File: src/rtl/imem_arbiter.sv
// imem_arbiter: two-port round-robin arbiter for a fixed-latency instruction memory.
// One transaction outstanding at a time; all outputs registered.
//
// Ports:
//   clk, rst_n          clock, asynchronous active-low reset
//   req0, addr0         fetch port (read-only), request held until gnt0
//   req1, addr1, we1,   loader/debug port, read or write,
//   wdata1              request held until gnt1
//   gnt0, gnt1          one-cycle grant pulses
//   ack0, ack1, err     one-cycle completion pulses; err marks a misaligned access
//   rdata               read data, valid with ack and held until the next read
//   mem_req, mem_addr,  one-cycle memory strobe with address,
//   mem_we, mem_wdata   write enable and write data
//   mem_rdata           memory read data, sampled on the last wait cycle
module imem_arbiter #(
    parameter int LAT = 2,
    parameter int AW  = 32
) (
    input  logic          clk,
    input  logic          rst_n,
    input  logic          req0,
    input  logic [AW-1:0] addr0,
    input  logic          req1,
    input  logic [AW-1:0] addr1,
    input  logic          we1,
    input  logic [31:0]   wdata1,
    output logic          gnt0,
    output logic          gnt1,
    output logic          ack0,
    output logic          ack1,
    output logic          err,
    output logic [31:0]   rdata,
    output logic          mem_req,
    output logic [AW-1:0] mem_addr,
    output logic          mem_we,
    output logic [31:0]   mem_wdata,
    input  logic [31:0]   mem_rdata
);

    typedef enum logic {
        IDLE,
        WAIT
    } state_t;

    localparam logic [3:0] LAT_C = 4'(LAT);

    state_t      state_q, state_d;
    logic [3:0]  cnt_q, cnt_d;
    logic        last_q, last_d;
    logic        own_q, own_d;
    logic        mis_q, mis_d;
    logic        wr_q, wr_d;

    logic          gnt0_d, gnt1_d;
    logic          ack0_d, ack1_d;
    logic          err_d;
    logic [31:0]   rdata_d;
    logic          mreq_d;
    logic [AW-1:0] maddr_d;
    logic          mwe_d;
    logic [31:0]   mwd_d;

    logic          win1;
    logic [AW-1:0] sel_addr;
    logic          sel_mis;
    logic          sel_we;

    // last_q==1 means port 1 was granted last, so port 0 wins a tie.
    always_comb begin
        win1     = req1 & (~req0 | ~last_q);
        sel_addr = win1 ? addr1 : addr0;
        sel_mis  = |sel_addr[1:0];
        sel_we   = win1 & we1;
    end

    always_comb begin
        state_d = state_q;
        cnt_d   = cnt_q;
        last_d  = last_q;
        own_d   = own_q;
        mis_d   = mis_q;
        wr_d    = wr_q;
        gnt0_d  = 1'b0;
        gnt1_d  = 1'b0;
        ack0_d  = 1'b0;
        ack1_d  = 1'b0;
        err_d   = 1'b0;
        rdata_d = rdata;
        mreq_d  = 1'b0;
        maddr_d = '0;
        mwe_d   = 1'b0;
        mwd_d   = '0;
        unique case (state_q)
            IDLE: begin
                if (req0 | req1) begin
                    state_d = WAIT;
                    cnt_d   = LAT_C;
                    last_d  = win1;
                    own_d   = win1;
                    mis_d   = sel_mis;
                    wr_d    = sel_we;
                    gnt0_d  = ~win1;
                    gnt1_d  = win1;
                    // Misaligned accesses still occupy the full wait,
                    // but never reach the memory.
                    if (!sel_mis) begin
                        mreq_d  = 1'b1;
                        maddr_d = sel_addr;
                        mwe_d   = sel_we;
                        mwd_d   = sel_we ? wdata1 : 32'h0;
                    end
                end
            end
            WAIT: begin
                cnt_d = cnt_q - 4'd1;
                if (cnt_q == 4'd1) begin
                    state_d = IDLE;
                    cnt_d   = 4'd0;
                    ack0_d  = ~own_q;
                    ack1_d  = own_q;
                    err_d   = mis_q;
                    if (!mis_q && !wr_q) begin
                        rdata_d = mem_rdata;
                    end
                end
            end
            default: state_d = IDLE;
        endcase
    end

    always_ff @(posedge clk or negedge rst_n) begin
        if (!rst_n) begin
            state_q   <= IDLE;
            cnt_q     <= 4'd0;
            last_q    <= 1'b1;
            own_q     <= 1'b0;
            mis_q     <= 1'b0;
            wr_q      <= 1'b0;
            gnt0      <= 1'b0;
            gnt1      <= 1'b0;
            ack0      <= 1'b0;
            ack1      <= 1'b0;
            err       <= 1'b0;
            rdata     <= 32'h0;
            mem_req   <= 1'b0;
            mem_addr  <= '0;
            mem_we    <= 1'b0;
            mem_wdata <= 32'h0;
        end else begin
            state_q   <= state_d;
            cnt_q     <= cnt_d;
            last_q    <= last_d;
            own_q     <= own_d;
            mis_q     <= mis_d;
            wr_q      <= wr_d;
            gnt0      <= gnt0_d;
            gnt1      <= gnt1_d;
            ack0      <= ack0_d;
            ack1      <= ack1_d;
            err       <= err_d;
            rdata     <= rdata_d;
            mem_req   <= mreq_d;
            mem_addr  <= maddr_d;
            mem_we    <= mwe_d;
            mem_wdata <= mwd_d;
        end
    end

endmodule

File: config.mk
export PLATFORM = sky130hd
export DESIGN_NAME = imem_arbiter
export DESIGN_NICKNAME = d
export VERILOG_FILES = /design/src/rtl/imem_arbiter.sv
export SDC_FILE = /design/constraint.sdc
export NUM_CORES = 1
export LEC_CHECK = 0
export ABC_AREA = 0
export CORE_ASPECT_RATIO = 1.4
export CORE_MARGIN = 5
export CORE_UTILIZATION = 39
export DETAILED_ROUTE_END_ITERATION = 8
export PLACE_DENSITY = 0.93
export SLEW_MARGIN = 30
export SYNTH_ARGS = -nofsm -noshare
export SYNTH_HDL_FRONTEND = slang
export SYNTH_SLANG_ARGS = --single-unit
export TNS_END_PERCENT = 1
File: constraint.sdc
create_clock -name clk -period 2.25 [get_ports clk]
set_input_delay 0.3375 -clock clk [delete_from_list [all_inputs] [get_ports clk]]
set_output_delay 0.3375 -clock clk [all_outputs]
set_load 0.005 [all_outputs]
==> flow_summary.toml, run 1 <==
[grt]
grt_usage = 0.177
grt_max_degree = 52
antenna_found_initial = 0
grt_pass1_wl_um = 18300
grt_overflow = 0
first_global_vias = 3648

[clock_network]
clkSinkCount = 112
cts_tree = "built"
cts-root-buf = "clkbuf_16"
clk_path_buf_depth = 2
clk_latency_ps = 330
htreeDepth = 3
path_clk_slew_ps = 60
cts_setup_buffers = 0
numCtsBuffers = 9

[place]
hpwl_um = 9370
portBuffers = 235
gp_congestion = 0.771
dp.cells = 670

[critical_path]
critPathArrivalTime_ps = 1940
r2r_setup_slack_ps = 520
critPathKind = "register to register"
timing.rr.end = "rdata[15]$_DFFE_PN0P_"
cp_slowest_stage_delay_ps = 410
critPathRequiredTime_ps = 2460
cp_cell_sequence = "ha_1, and4bb_2, nand2_1, buf_12, mux2_2"
crit_buf_inv = 1
r2r-start = "cnt_q[0]$_DFFE_PN0P_"
critPathSlowestCell = "dfrtp_1"
cp_max_fo = 32
crit_family = "flip-flops"
cp-start-kind = "register"
endpoint_kind = "register"
reg2regPathDepth = 5

[floorplanning]
pin_count = 236
die_height_um = 134
die_width_um = 98.9
die-area_sq_um = 13300
fp-row-count = 45
core_sq_um = 10900
start_util = 0.397

[worst_hold_path]
min_to = "ack0$_DFF_PN0_"
min_path_cells = 1
min-delay-start = "own_q$_DFFE_PN0P_"
hold_class = "register to register"

[routing]
drt_iter0_drc = 83
drt_first_pass_iters = 4
viasPerCell = 4.69
ant_nets = 0
wirelength_um = 11700
wl_per_cell_um = 17.1
vias = 3225
drc = 0

[synth]
synthFlopType = "dfrtp_1"
synth_cell_types = 31
yosysWarningCount = 0
syn_avg_cell_area_sq_um = 14.4
async_flop_share = 1.00
yosys_register_bits = 112
synth-edff-count = 0
netlist_area_sq_um = 4310
synth-seq-area-share = 0.650
synthCells = 300

[sta]
max_freq_ghz = 0.579
final_hold_viol_count = 0
skew_ps = 4.97
rsz0062_at_grt = "false"
finalMaxSlewViolations = 0
setup_viol = 0
setup_tns_ps = 0
finalCriticalPeriod_ps = 1730
finalCritPeriodShare = 0.768

[finish]
final_core_util = 0.662
num_antenna_cells = 0
layout_common_cells = "234 x clkdlybuf4s50_1, 111 x dfrtp_1, 35 x and2_1, 33 x mux2_2, 31 x mux2i_1"
area_delta_synth_final_pct = 66.7
fin_nets = 676
layout_commonest_cell = "clkdlybuf4s50_1"
drive_gt1_frac = 0.168
fin_cells = 687

[pwr]
power.density_nw_per_um2 = 840
max-vdd-ir-drop_v = 0.000490
leakagePower_uw = 0.00312

[status]
outcome = "finished, final reports clean"

[run]
max_cap_viol_count = 0
==> per-stage QoR <==
step / instance area, sq um / power (uW) / worst slack [ps] / hold slack (ps)
2_1_floorplan: 4320 / 3450 / 606 / 41.9
3_3_place_gp: 6910 / 4590 / 215 / 325
3_5_place_dp: 6910 / 4690 / 206 / 332
4_1_cts: 7190 / 6130 / 506 / 461
5_1_grt: 7190 / 6380 / 437 / 484
6_report: 7190 / 6040 / 522 / 458
==> worst max path at each step <==
| stage | startpoint | end | slack [ps] | cells after the start |
|---|---|---|---|---|
| after global routing | cnt_q[0]$_DFFE_PN0P_ | rdata[8]$_DFFE_PN0P_ | 440 | 5 |
| after detailed placement | req0 | mis_q$_DFFE_PN0P_ | 210 | 5 |
| after global placement | req0 | mis_q$_DFFE_PN0P_ | 220 | 5 |
| after CTS | cnt_q[0]$_DFFE_PN0P_ | rdata[15]$_DFFE_PN0P_ | 510 | 5 |
| final | cnt_q[0]$_DFFE_PN0P_ | rdata[15]$_DFFE_PN0P_ | 520 | 5 |
| after floorplan | cnt_q[0]$_DFFE_PN0P_ | rdata[10]$_DFFE_PN0P_ | 610 | 5 |
==> Yosys cell counts (all sizes together) (2+ instances only) <==
| cell type | n | area [sq um] |
|---|---|---|
| nand3 | 2 | 10.0 |
| buf | 14 | 86.3 |
| nor2b | 5 | 31.3 |
| nand2 | 5 | 18.8 |
| nand2b | 2 | 12.5 |
| inv | 3 | 11.3 |
| clkbuf | 3 | 11.3 |
| a21oi | 32 | 269 |
| mux2 | 33 | 372 |
| ha | 2 | 25.0 |
| mux2i | 31 | 310 |
| dfrtp | 111 | 2780 |
| nor2 | 8 | 30.0 |
| and2 | 35 | 219 |
==> layer usage <==
metal / wire [um] / global-route usage / vias to the layer above
met5: 0 / 0 / -
met4: 261 / 0.0638 / 0
met3: 991 / 0.0656 / 18
met2: 6640 / 0.335 / 133
met1: 3830 / 0.173 / 1579
li1: - / - / 1495
==> what timing repair did <==
action | 4_1_cts | 5_1_grt
hold endpoints to repair | 33 | 0
resized for setup | 0 | 0
hold buffers | 1 | 0
==> final cells by class <==
| cell class | instances | area, sq um |
|---|---|---|
| Timing Repair Buffer | 246 | 2510 |
| Tap cell | 141 | 176 |
| Clock buffer | 12 | 246 |
| Sequential cell | 112 | 2800 |
| Multi-Input combinational cell | 169 | 1420 |
| Fill cell | 794 | 3680 |
| Clock inverter | 4 | 20.0 |
| Inverter | 3 | 11.3 |
==> where the power goes <==
part / switching [uW] / internal (uW)
Combinational: 648 / 1290
Clock: 649 / 775
Sequential: 228 / 2460
Total: 1520 / 4520
==> flip-flops by register name (all words and copies together), names as in the netlist, 4 cells and up <==
| register | flops |
|---|---|
| mem_addr | 32 |
| mem_wdata | 32 |
| rdata | 32 |
| cnt_q | 4 |
==> cells by family (layout without fill, tap and decap cells) <==
| group | count (synthesis) | in the layout | synth area share |
|---|---|---|---|
| flip-flops | 112 | 112 | 0.650 |
| multiplexers | 64 | 64 | 0.158 |
| AND/OR/NAND/NOR | 64 | 64 | 0.0876 |
| buffers and inverters | 20 | 265 | 0.0252 |
| other | 1 | 2 | 0.000869 |
| adder cells (fa/ha/maj) | 2 | 2 | 0.00580 |
| AO/OA/AOI/OAI | 37 | 37 | 0.0722 |
Note: power is estimated with default switching activity, not from simulation.
==> run 2: changes to the inputs <==
Clock period 2.25 ns to 1.76 ns, I/O delays scaled along.
==> flow_summary.toml, run 2 (synthesis gave the netlist of run 1 again) <==
[pwr]
p_seq_frac = 0.426
max-vdd-ir-drop_v = 0.000593
comb_power_share = 0.322
switchingPower_uw = 2040
leakagePower_uw = 0.00320
clockPowerShare = 0.253
p_sw_frac = 0.254
p_int_uw = 5990
power.density_nw_per_um2 = 1100

[floorplanning]
die_height_um = 134
die-area_sq_um = 13300
fp-row-count = 45
start_util = 0.397
die_width_um = 98.9
core_sq_um = 10900
pin_count = 236

[critical_path]
reg2regPathDepth = 5
critPathArrivalTime_ps = 1850
crit_end = "rdata[29]$_DFFE_PN0P_"
critPathRequiredTime_ps = 1970
cp-startpoint = "cnt_q[0]$_DFFE_PN0P_"
timing.rr.end = "rdata[29]$_DFFE_PN0P_"
cp-start-kind = "register"
r2r-start = "cnt_q[0]$_DFFE_PN0P_"
cp_max_fo = 16
r2r_setup_slack_ps = 120
critPathKind = "register to register"
endpoint_kind = "register"

[sta]
skew_ps = 12.6
setup_viol = 0
final_hold_viol_count = 0
rsz0062_at_grt = "false"
finalCriticalPeriod_ps = 1640
setup_tns_ps = 0
max_freq_ghz = 0.610
finalMaxSlewViolations = 0
setup_slack_ps = 121
finalCritPeriodShare = 0.931

[finish]
area_delta_synth_final_pct = 70.0
num_antenna_cells = 0
fin_nets = 683
final_core_util = 0.675
n_fill_cell = 774
final_area_sq_um = 7330
top_regs = "mem_addr x32, mem_wdata x32, rdata x32"
layout_commonest_cell = "clkdlybuf4s50_1"
layout_common_cells = "234 x clkdlybuf4s50_1, 111 x dfrtp_1, 35 x and2_1, 33 x mux2_2, 31 x mux2i_1"
drive_gt1_frac = 0.183
fin_cells = 694

[routing]
drt_iter0_drc = 70
ant_nets = 0
viasPerCell = 4.66
drt_first_pass_iters = 4
wl_per_cell_um = 17.4
drc = 0
vias = 3232
wirelength_um = 12100

[run]
max_cap_viol_count = 0

[clock_network]
htreeDepth = 3
cts_setup_buffers = 0
clk_path_buf_depth = 2
clk_latency_ps = 340
numCtsBuffers = 9
clkSinkCount = 112
cts-root-buf = "clkbuf_16"
path_clk_slew_ps = 70
cts_tree = "built"

[status]
outcome = "finished, final reports clean"

[worst_hold_path]
hold_class = "input pin to asynchronous set/reset pin"

[place]
placed_area_sq_um = 6960
portBuffers = 235
dp_slack_ps = -255
gp_congestion = 0.758
dp.cells = 675
hpwl_um = 9290

[grt]
grt_overflow = 0
grt_max_degree = 45
grt_pass1_wl_um = 18500
grt_usage = 0.177
antenna_found_initial = 0
first_global_vias = 3672
-- run 2: cell count changes in the layout (fill, tap and decap cells not counted), sizes merged --
cell	change
buf	+5
bufinv	+1
clkbuf	+1
clkinv	-1
clkinvlp	+1
-- run 2: how the worst min path moves through the flow --
stage | start | endpoint | slack [ps] | cells after the start
6_report | rst_n | mem_addr[16]$_DFF_PN0_ | 400 | 2
5_1_grt | rst_n | mem_addr[16]$_DFF_PN0_ | 440 | 2
4_1_cts | rst_n | mem_addr[16]$_DFF_PN0_ | 410 | 2
3_5_place_dp | rst_n | mem_addr[29]$_DFF_PN0_ | 220 | 1
3_3_place_gp | rst_n | mem_addr[29]$_DFF_PN0_ | 210 | 1
2_1_floorplan | rst_n | ack0$_DFF_PN0_ | -30 | 0
-- run 2: repair_timing --
| action | in CTS | in global routing |
|---|---|---|
| endpoints found under the setup margin | 0 | 17 |
| gates resized for setup | 0 | 3 |
| endpoints found under the hold margin | 27 | 0 |
| hold buffers | 1 | 0 |
-- run 2: critical path, cell delays in order, from the launching register on --
cell,delay (ps)
dfrtp_1,410
ha_1,230
and4bb_2,260
nand2_4,100
clkbuf_16,180
mux2_2,330
-- run 2: layer usage --
metal	wire length, um	vias up	global-route usage
li1	-	1509	-
met1	4050	1584	0.167
met2	6870	128	0.350
met3	973	11	0.0598
met4	166	0	0.0524
met5	0	-	0
-- run 2: area by class of cell --
type,count,area [sq um],share of cell area
Tap cell,141,176,0.0241
Multi-Input combinational cell,169,1430,0.195
Clock buffer,11,243,0.0331
Sequential cell,112,2800,0.382
Inverter,3,11.3,0.00154
Timing Repair Buffer,253,2610,0.356
Clock inverter,5,56.3,0.00768
-- run 2: per-stage QoR --
| step | power [uW] | hold slack (ps) |
|---|---|---|
| floorplan | 4410 | -31.6 |
| global placement | 5930 | 209 |
| detailed placement | 6060 | 222 |
| CTS | 8110 | 406 |
| global route | 8460 | 444 |
| finish | 8030 | 396 |
-- run 2: power by group through the flow --
stage	combinational (uW)	sequential, uW	clock, uW
5_1_grt	2770	3490	2190
6_report	2580	3420	2030
3_5_place_dp	2580	3470	0
3_3_place_gp	2500	3430	0
4_1_cts	2590	3420	2090
2_1_floorplan	926	3480	0
==> run 3: changes to the inputs <==
Settings changed: SKIP_LAST_GASP from default to 1.
==> flow_summary.toml, run 3 (synthesis gave the netlist of run 1 again) <==
[finish]
final_core_util = 0.674
area_delta_synth_final_pct = 69.9
fin_nets = 683
layout_commonest_cell = "clkdlybuf4s50_1"
multi_input_area_sq_um = 1430
num_antenna_cells = 0
layout_common_cells = "234 x clkdlybuf4s50_1, 111 x dfrtp_1, 35 x and2_1, 33 x mux2_2, 31 x mux2i_1"
regArea_sq_um = 2800
drive_gt1_frac = 0.183
n_fill_cell = 775
top_regs = "mem_addr x32, mem_wdata x32, rdata x32"

[floorplanning]
die_width_um = 98.9
start_util = 0.397
pin_count = 236
die_height_um = 134
die-area_sq_um = 13300
fp-row-count = 45
core_sq_um = 10900

[routing]
drt_first_pass_iters = 4
vias = 3232
wl_per_cell_um = 17.4
ant_nets = 0
drt_iter0_drc = 70
drc = 0
viasPerCell = 4.66
wirelength_um = 12100

[sta]
finalMaxSlewViolations = 0
max_freq_ghz = 0.598
rsz0062_at_grt = "true"
setup_viol = 0
skew_ps = 12.6
final_hold_viol_count = 0
finalCriticalPeriod_ps = 1670
hold-worst-slack_ps = 396
finalCritPeriodShare = 0.949

[grt]
grt_usage = 0.177
antenna_found_initial = 0
grt_overflow = 0
grt_pass1_wl_um = 18500
grt_max_degree = 45
first_global_vias = 3672

[pwr]
max-vdd-ir-drop_v = 0.000593
power.density_nw_per_um2 = 1100
leakagePower_uw = 0.00319

[clock_network]
clkSinkCount = 112
clk_path_buf_depth = 2
numCtsBuffers = 9
clk_latency_ps = 340
path_clk_slew_ps = 70
htreeDepth = 3
cts-root-buf = "clkbuf_16"
cts_tree = "built"
cts_setup_buffers = 0

[run]
max_cap_viol_count = 0

[critical_path]
timing.rr.end = "rdata[29]$_DFFE_PN0P_"
r2r_setup_slack_ps = 90
endpoint_kind = "register"
critPathKind = "register to register"
cp-startpoint = "cnt_q[0]$_DFFE_PN0P_"
cp_max_fo = 16
r2r-start = "cnt_q[0]$_DFFE_PN0P_"
crit_end = "rdata[29]$_DFFE_PN0P_"
reg2regPathDepth = 5
critPathArrivalTime_ps = 1890
cp-start-kind = "register"
critPathRequiredTime_ps = 1970

[place]
hpwl_um = 9290
portBuffers = 235
gp_congestion = 0.758

[worst_hold_path]
hold_class = "input pin to asynchronous set/reset pin"

[status]
outcome = "finished, final reports clean"
run 3: per-stage QoR:
step	power (uW)	std cells	setup TNS [ps]	setup WS [ps]	cell area, sq um
6_report	8030	694	0	89.1	7330
5_1_grt	8450	694	-5.25	-2.88	7330
4_1_cts	8110	692	0	47.2	7270
3_5_place_dp	6060	675	-7760	-255	6960
3_3_place_gp	5930	675	-5860	-201	6960
2_1_floorplan	4410	301	0	116	4320
run 3: area by class of cell:
cell class / instances / share of cell area
inverter: 3 / 0.00154
clock buffer: 11 / 0.0331
multi-input combinational: 169 / 0.195
clock inverter: 5 / 0.00768
sequential: 112 / 0.383
tap: 141 / 0.0241
timing repair buffer: 253 / 0.356
run 3: worst min-delay path by stage:
| stage | endpoint | cells after the start | slack, ps |
|---|---|---|---|
| 2_1_floorplan | ack0$_DFF_PN0_ | 0 | -30 |
| 3_3_place_gp | mem_addr[29]$_DFF_PN0_ | 1 | 210 |
| 3_5_place_dp | mem_addr[29]$_DFF_PN0_ | 1 | 220 |
| 4_1_cts | mem_addr[16]$_DFF_PN0_ | 2 | 410 |
| 5_1_grt | mem_addr[16]$_DFF_PN0_ | 2 | 440 |
| 6_report | mem_addr[16]$_DFF_PN0_ | 2 | 400 |
run 3: worst max-delay path: stages (launching register included):
cell and delay (ps):
dfrtp_1 410, ha_1 230, and4bb_2 240, nand2_2 130, clkbuf_16 200, mux2_2 330
run 3: repair_timing:
item                                    in CTS  in global routing
hold buffers                                 1                  0
resized for setup                            0                  2
endpoints found under the setup margin       0                 17
endpoints found under the hold margin       27                  0
run 3: where the power goes:
part           internal, uW  leakage, uW  switching [uW]  total (uW)
Clock                  1140     0.000145             889        2030
Combinational          1710      0.00158             868        2580
Sequential             3140      0.00146             281        3420
run 3: layer usage:
metal	track usage	up-vias	share of wire
met3	0.0598	11	0.081
met1	0.167	1584	0.34
met2	0.350	128	0.57
met4	0.0524	0	0.014
li1	-	1509	-
met5	0	-	0
